File: config.mk
export PLATFORM = sky130hd
export DESIGN_NAME = mem_loader
export DESIGN_NICKNAME = d
export VERILOG_FILES = /design/src/rtl/mem_loader.sv
export SDC_FILE = /design/constraint.sdc
export NUM_CORES = 1
export LEC_CHECK = 0
export ABC_AREA = 1
export BUFFER_PORTS_ARGS = -buffer_cell sky130_fd_sc_hd__buf_2
export CAP_MARGIN = 20
export CORE_MARGIN = 2
export CORE_UTILIZATION = 40
export CTS_CLUSTER_DIAMETER = 30
export CTS_CLUSTER_SIZE = 20
export DETAILED_ROUTE_END_ITERATION = 8
export SLEW_MARGIN = 5
export SYNTH_ARGS = -nofsm -noshare
export SYNTH_HDL_FRONTEND = slang
export SYNTH_SLANG_ARGS = --single-unit
File: constraint.sdc
create_clock -name clk -period 2.7 [get_ports clk]
set_clock_uncertainty 0.05 [all_clocks]
set_input_delay 0.675 -clock clk [delete_from_list [all_inputs] [get_ports clk]]
set_output_delay 0.675 -clock clk [all_outputs]
set_load 0.02 [all_outputs]
File: src/rtl/mem_loader.sv
// mem_loader: streams instruction and data words into two external memories,
// enables the CPU for a fixed number of cycles, then streams data words back out.
module mem_loader #(
    parameter int ADDR_STEP = 4,
    parameter int CNT_W     = 11
) (
    input  logic             clk,
    input  logic             arst_n,
    input  logic             start,
    input  logic [CNT_W-1:0] imem_len,
    input  logic [CNT_W-1:0] dmem_len,
    input  logic [CNT_W-1:0] dump_len,
    input  logic [31:0]      run_cycles,
    input  logic             in_valid,
    input  logic [31:0]      in_data,
    output logic             in_ready,
    output logic             out_valid,
    output logic [31:0]      out_data,
    input  logic             out_ready,
    output logic             cpu_enable,
    output logic [31:0]      addr_ext,
    output logic             wen_ext,
    output logic             ren_ext,
    output logic [31:0]      wdata_ext,
    output logic [31:0]      addr_ext_2,
    output logic             wen_ext_2,
    output logic             ren_ext_2,
    output logic [31:0]      wdata_ext_2,
    input  logic [31:0]      rdata_ext_2,
    output logic             busy,
    output logic             done
);

    typedef enum logic [2:0] {
        IDLE, LOAD_I, LOAD_D, RUN, DUMP_RD, DUMP_CAP, DUMP_OUT, FIN
    } state_t;

    state_t           state_reg, state_next;
    logic [CNT_W-1:0] cnt_reg, cnt_next;
    logic [CNT_W-1:0] ilen_reg, ilen_next;
    logic [CNT_W-1:0] dlen_reg, dlen_next;
    logic [CNT_W-1:0] ulen_reg, ulen_next;
    logic [31:0]      rcyc_reg, rcyc_next;
    logic [31:0]      run_reg, run_next;
    logic [31:0]      rdata_reg, rdata_next;

    logic        load_i_xfer;
    logic        load_d_xfer;
    logic [31:0] addr_val;

    // First phase at or after stage 'from' (0=LOAD_I,1=LOAD_D,2=RUN,3=DUMP)
    // whose length is non-zero; zero-length phases are skipped.
    function automatic state_t first_phase(
        input logic [1:0]       from,
        input logic [CNT_W-1:0] il,
        input logic [CNT_W-1:0] dl,
        input logic [CNT_W-1:0] ul,
        input logic [31:0]      rc
    );
        if (from == 2'd0 && il != '0) return LOAD_I;
        if (from <= 2'd1 && dl != '0) return LOAD_D;
        if (from <= 2'd2 && rc != '0) return RUN;
        if (ul != '0) return DUMP_RD;
        return FIN;
    endfunction

    assign addr_val    = 32'(cnt_reg) * 32'(ADDR_STEP);
    assign load_i_xfer = (state_reg == LOAD_I) && in_valid;
    assign load_d_xfer = (state_reg == LOAD_D) && in_valid;

    assign in_ready    = (state_reg == LOAD_I) || (state_reg == LOAD_D);
    assign wen_ext     = load_i_xfer;
    assign ren_ext     = 1'b0;
    assign addr_ext    = load_i_xfer ? addr_val : 32'd0;
    assign wdata_ext   = load_i_xfer ? in_data : 32'd0;

    assign wen_ext_2   = load_d_xfer;
    assign ren_ext_2   = (state_reg == DUMP_RD);
    assign addr_ext_2  = (load_d_xfer || state_reg == DUMP_RD) ? addr_val : 32'd0;
    assign wdata_ext_2 = load_d_xfer ? in_data : 32'd0;

    assign cpu_enable  = (state_reg == RUN);
    assign out_valid   = (state_reg == DUMP_OUT);
    assign out_data    = rdata_reg;
    assign busy        = (state_reg != IDLE);
    assign done        = (state_reg == FIN);

    always_comb begin
        state_next = state_reg;
        cnt_next   = cnt_reg;
        ilen_next  = ilen_reg;
        dlen_next  = dlen_reg;
        ulen_next  = ulen_reg;
        rcyc_next  = rcyc_reg;
        run_next   = run_reg;
        rdata_next = rdata_reg;

        case (state_reg)
            IDLE: begin
                if (start) begin
                    ilen_next  = imem_len;
                    dlen_next  = dmem_len;
                    ulen_next  = dump_len;
                    rcyc_next  = run_cycles;
                    cnt_next   = '0;
                    run_next   = 32'd0;
                    state_next = first_phase(2'd0, imem_len, dmem_len, dump_len, run_cycles);
                end
            end
            LOAD_I: begin
                if (load_i_xfer) begin
                    if (cnt_reg == ilen_reg - 1'b1) begin
                        cnt_next   = '0;
                        state_next = first_phase(2'd1, ilen_reg, dlen_reg, ulen_reg, rcyc_reg);
                    end else begin
                        cnt_next = cnt_reg + 1'b1;
                    end
                end
            end
            LOAD_D: begin
                if (load_d_xfer) begin
                    if (cnt_reg == dlen_reg - 1'b1) begin
                        cnt_next   = '0;
                        state_next = first_phase(2'd2, ilen_reg, dlen_reg, ulen_reg, rcyc_reg);
                    end else begin
                        cnt_next = cnt_reg + 1'b1;
                    end
                end
            end
            RUN: begin
                if (run_reg == rcyc_reg - 32'd1) begin
                    run_next   = 32'd0;
                    state_next = first_phase(2'd3, ilen_reg, dlen_reg, ulen_reg, rcyc_reg);
                end else begin
                    run_next = run_reg + 32'd1;
                end
            end
            DUMP_RD: begin
                state_next = DUMP_CAP;
            end
            DUMP_CAP: begin
                // Read data arrives the cycle after the strobe.
                rdata_next = rdata_ext_2;
                state_next = DUMP_OUT;
            end
            DUMP_OUT: begin
                if (out_ready) begin
                    if (cnt_reg == ulen_reg - 1'b1) begin
                        cnt_next   = '0;
                        state_next = FIN;
                    end else begin
                        cnt_next   = cnt_reg + 1'b1;
                        state_next = DUMP_RD;
                    end
                end
            end
            FIN: begin
                state_next = IDLE;
            end
            default: begin
                state_next = IDLE;
            end
        endcase
    end

    always_ff @(posedge clk or negedge arst_n) begin
        if (!arst_n) begin
            state_reg <= IDLE;
            cnt_reg   <= '0;
            ilen_reg  <= '0;
            dlen_reg  <= '0;
            ulen_reg  <= '0;
            rcyc_reg  <= 32'd0;
            run_reg   <= 32'd0;
            rdata_reg <= 32'd0;
        end else begin
            state_reg <= state_next;
            cnt_reg   <= cnt_next;
            ilen_reg  <= ilen_next;
            dlen_reg  <= dlen_next;
            ulen_reg  <= ulen_next;
            rcyc_reg  <= rcyc_next;
            run_reg   <= run_next;
            rdata_reg <= rdata_next;
        end
    end

endmodule

# After elaboration in Yosys (flattened, before gate mapping)
# Cells that the tools add are included.
# totals
reg_bits	143
# classes
n_mux	86
n_reduce_logical	19
add_sub_neg	6
eq_ne	18
# op_table
operator	n
$mux 32	4
$mux 3	27
$mux 11	7
$pmux 32 s2	1
$reduce_bool 32->1	2
$reduce_bool 11->1	5
$pmux 11 s4	1
$mux 1	42
$eq 11x11->1	3
$sub 11x1->11 const B	3
$add 32x1->32 const B	1
$eq 32x32->1	1
$sub 32x1->32 const B	1
$mux 13	2
$pmux 3 s8	1
$eq 3x3->1 const B	4
$add 11x1->11 const B	1
$ne 2x1->1 const B	4
$reduce_and 7->1	1
$eq 3x2->1 const B	2
$ne 2x2->1 const B	3
$reduce_and 5->1	1
$reduce_and 2->1	2
$reduce_bool 4->1	1
other kinds (7)	9

# Longest topological paths before layout
# logic_depth
depth_word	22
ltp_mapped	18
depth_no_buf	17

# Least setup slack after synthesis
# No wires, ideal clock.
# synth_timing
path_kind	flip-flop to output port
startpoint	register state_reg[2]
endpoint	output port addr_ext[10]
slack_ps	4
path_stages_with_launch	7
arrival_time_ps	1971
cell_sequence	dfrtp_1 nor3_1 inv_1 nor2_1 clkinv_1 clkbuf_1 nor2_1
# synth_via
elab_chain_cells	3
# synth_lines
element	line	rtl
start, declared	38	state_t state_reg, state_next;
start signal, assigned	177	state_reg <= state_next;
$eq 3x1->1	68	assign load_i_xfer = (state_reg == LOAD_I) && in_valid;
$logic_and 1x1->1	68	
named net wen_ext	22	output logic wen_ext,
$mux 13	74	assign addr_ext = load_i_xfer ? addr_val : 32'd0;
end, declared	21	output logic [31:0] addr_ext,
# The timed path passes the listed nets, and every way through them passes these cells.

# Worst setup path in the final report
# layout_timing
startpoint	register state_reg[0]
endpoint	output port addr_ext_2[2]
# layout_via
elab_chain_cells	4
word_cells_on_any_way	5
# layout_lines
element	line	rtl
$eq 3x2->1	69	assign load_d_xfer = (state_reg == LOAD_D) && in_valid;
$logic_and 1x1->1	69	
$logic_or 1x1->1 *	79	assign addr_ext_2 = (load_d_xfer || state_reg == DUMP_RD) ? addr_val : 32'd0;
$mux 13 *	79	
end, declared	25	output logic [31:0] addr_ext_2,
# Mark *: on every way between the ends. The rest lies on a longest branch, timed or not.

==> qor.yml <==
finish:
  drive_gt1_share_pct: 26.4
  stdcell_count: 1958
  synthToLayoutAreaGrowth_pct: 24.1
  final_nets: 1763
  diodes: 0
sta:
  slew_headroom_pct: 62.5
  rsz0062_at_grt: "true"
  hold_viol: 0
  setup_violations: 0
  finalCritPeriodShare_pct: 98.2
  setup_ws_ns: 0.0496
  min_period_ns: 2.65
  fin_tns_setup_ns: 0
  max_freq_ghz: 0.377
  worst_slew_pin_slew_ns: 0.563
  final_max_slew_viol_count: 0
setup_path:
  critPathMaxStageDelay_ns: 0.41
  cp_cell_sequence: "inv_2 > nand2_4 > nor2_4 > inv_4 > nor2_4 > inv_4 > o21ai_4 > clkinvlp_4 > nor2_1 > buf_4"
  crit_fanout: 5
  critical_path_class: "reg -> out"
  crit_family: "buffers and inverters"
  cp.buffers_inverters: 5
  critPathCaptureType: "primary output"
  slowest_stage: "dfrtp_2"
  crit_arrival_ns: 1.93
  cp_data_required_time_ns: 1.98
  cp-start-kind: "flip-flop"
yosys:
  seq_area_frac_synth_pct: 36.3
  synth.distinct_cells: 44
  netlist_instances: 1362
  syn_area_per_cell_sq_um: 7.24
  yosysWarnings: 0
  syn_area_sq_um: 9870
  synth-seq-cells: 143
routing:
  first_iter_violations: 576
  wire_per_inst_um: 15.3
  routed_wl_mm: 30.0
  drc: 0
  ant_nets: 0
  vias: 9520
  drt_pass1_iterations: 7
  vias_per_cell: 4.86
clocking:
  htreeDepth: 4
  cts_inserted_buffers: 17
  insertion_delay_ns: 0.43
  clock_sinks: 143
  clockRootBuffer: "clkbuf_16"
  clkTransAtPathRegs_ns: 0.08
  tritoncts: "yes"
  cts_hold_repair.buffers: 0
  clockBufferDepth: 2
pwr:
  power_w: 0.0122
  p_per_area_nw_per_um2: 1000
  irDropWorstVdd_mv: 0.650
  leakage_nw: 6.24
grt:
  grt_overflow_total: 0
  grt_start_max_net_pins: 104
  antenna_found_initial: 0
  grt_pass1_wl_mm: 47.4
  grt_pass1_vias: 8971
  grtUsageTotal_pct: 23.0
floorplan:
  start_util_pct: 40.7
  core_sq_um: 24200
  die_area_sq_um: 25900
  fp-row-count: 57
  pin_count: 303
  die_y_um: 161
  fp.dieW_um: 161
flow_run:
  maxCapViolations: 0
placed_design:
  gp_congestion: 0.911
  hpwl_mm: 23.4
  dp_cells: 1920
  dp_slack_ns: 0.172
  portBuffers: 259
min_path:
  hp-class: "in -> async"
status:
  status: "completed"
[report_power, final]
group          leakage, nW  internal (W)  switching, W
Sequential            1.78       0.00293      0.000822
Combinational         4.15       0.00226       0.00375
Clock                0.304       0.00128       0.00119
Total                 6.24       0.00647       0.00577
[through the flow]
step	hold slack [ns]	util, %	instance area, sq um
floorplan	0.329	-	10000
global placement	0.425	47.0	11400
detailed placement	0.428	47.0	11400
CTS	0.171	50.0	12100
global route	0.199	50.5	12200
finish	0.156	50.5	12200
[cells in the mapped netlist, drive strengths merged]
library cell / n / share of area, %
nand3b: 9 / 0.68
nor3b: 1 / 0.13
clkinv: 2 / 0.076
a21oi: 19 / 0.96
o31ai: 2 / 0.15
nand4: 24 / 1.5
o211ai: 2 / 0.15
nand3: 73 / 3.9
o21bai: 5 / 0.38
a21boi: 1 / 0.076
dfrtp: 143 / 36
xnor2: 33 / 2.9
buf: 58 / 4.0
nor2: 268 / 11
xnor3: 1 / 0.23
ha: 8 / 1.0
mux2: 51 / 5.8
nor4: 12 / 0.76
xor2: 60 / 5.3
a31oi: 1 / 0.063
o21ai: 66 / 3.3
conb: 1 / 0.038
inv: 174 / 6.6
o22ai: 14 / 0.89
nor3: 22 / 1.3
and2: 1 / 0.063
clkbuf: 26 / 1.0
nand2: 284 / 11
or2: 1 / 0.063
[area by class of cell]
type                       count  area (sq um)
timing repair inverter         1          7.51
multi-input combinational   1001          5370
clock inverter                15           206
tap                          324           405
sequential                   143          3580
clock buffer                  17           425
timing repair buffer         281          1580
inverter                     176           666
fill                        2408         12000
[final timing paths]
| path | from | endpoint | slack [ns] | depth (start not counted) |
|---|---|---|---|---|
| max in group asynchronous | arst_n | state_reg[1]$_DFFE_PN0P_ | 1.76 | 2 |
| worst max register to register | rcyc_reg[5]$_DFFE_PN0P_ | state_reg[1]$_DFFE_PN0P_ | 0.24 | 17 |
| worst max-delay path | state_reg[0]$_DFFE_PN0P_ | addr_ext_2[2] | 0.05 | 10 |
| worst min-delay path | arst_n | out_data[19]$_DFFE_PN0P_ | 0.16 | 1 |
| min in group clk | rdata_ext_2[11] | out_data[11]$_DFFE_PN0P_ | 0.41 | 2 |
| worst min register to register | out_data[17]$_DFFE_PN0P_ | out_data[17]$_DFFE_PN0P_ | 0.45 | 1 |
[cell families after synthesis]
group / count (synthesis) / share of synthesized area, %
and+or+nand+nor: 695 / 30.6
muxes: 51 / 5.82
other: 1 / 0.0380
adders and majority gates: 8 / 1.01
buffers and inverters: 260 / 11.7
AOI/OAI and AO/OA: 110 / 6.02
DFF: 143 / 36.3
xor gates and xnor gates: 94 / 8.48
[cell usage in the layout, fill, tap and decap left out, types with 3 or more instances in the layout]
master | Yosys | layout
nand2_1 | 280 | 276
buf_2 | 3 | 241
nor2_1 | 245 | 236
inv_1 | 165 | 160
dfrtp_1 | 143 | 140
nand3_1 | 71 | 71
xor2_1 | 60 | 60
o21ai_0 | 61 | 60
mux2_2 | 51 | 51
conb_1 | 1 | 43
xnor2_1 | 33 | 33
buf_4 | 44 | 32
nand4_1 | 24 | 24
nor2_2 | 16 | 23
a21oi_1 | 19 | 19
nor3_1 | 19 | 18
clkbuf_16 | 0 | 17
o22ai_1 | 14 | 14
inv_2 | 9 | 12
nor4_1 | 12 | 12
nand3b_1 | 9 | 9
nor2_4 | 6 | 8
ha_1 | 8 | 7
clkinv_8 | 0 | 7
nand2_2 | 3 | 5
o21bai_1 | 5 | 5
o21ai_1 | 5 | 5
buf_12 | 0 | 5
nand2_4 | 1 | 3
nor3_2 | 2 | 3
inv_6 | 0 | 3
inv_8 | 0 | 3
buf_6 | 0 | 3
dfrtp_2 | 0 | 3
[per-layer routing]
layer  track usage [%]  part of all wire, %  routed length (um)  vias to the layer above
met3              4.16                  6.6                1970                       37
met2              37.9                   47               14100                      334
met1              31.1                   45               13400                     4424
li1                  -                    -                   -                     4725
met4              6.62                  1.9                 563                        0
met5                 0                    0                   0                        -
[timing repair]
| item | in CTS | in global routing |
|---|---|---|
| pin swaps | 0 | 2 |
| setup endpoints to repair | 86 | 116 |
| gates cloned | 1 | 0 |
| buffers inserted | 3 | 2 |
| resized for setup | 18 | 37 |
Note: power is estimated with default switching activity, not from simulation.
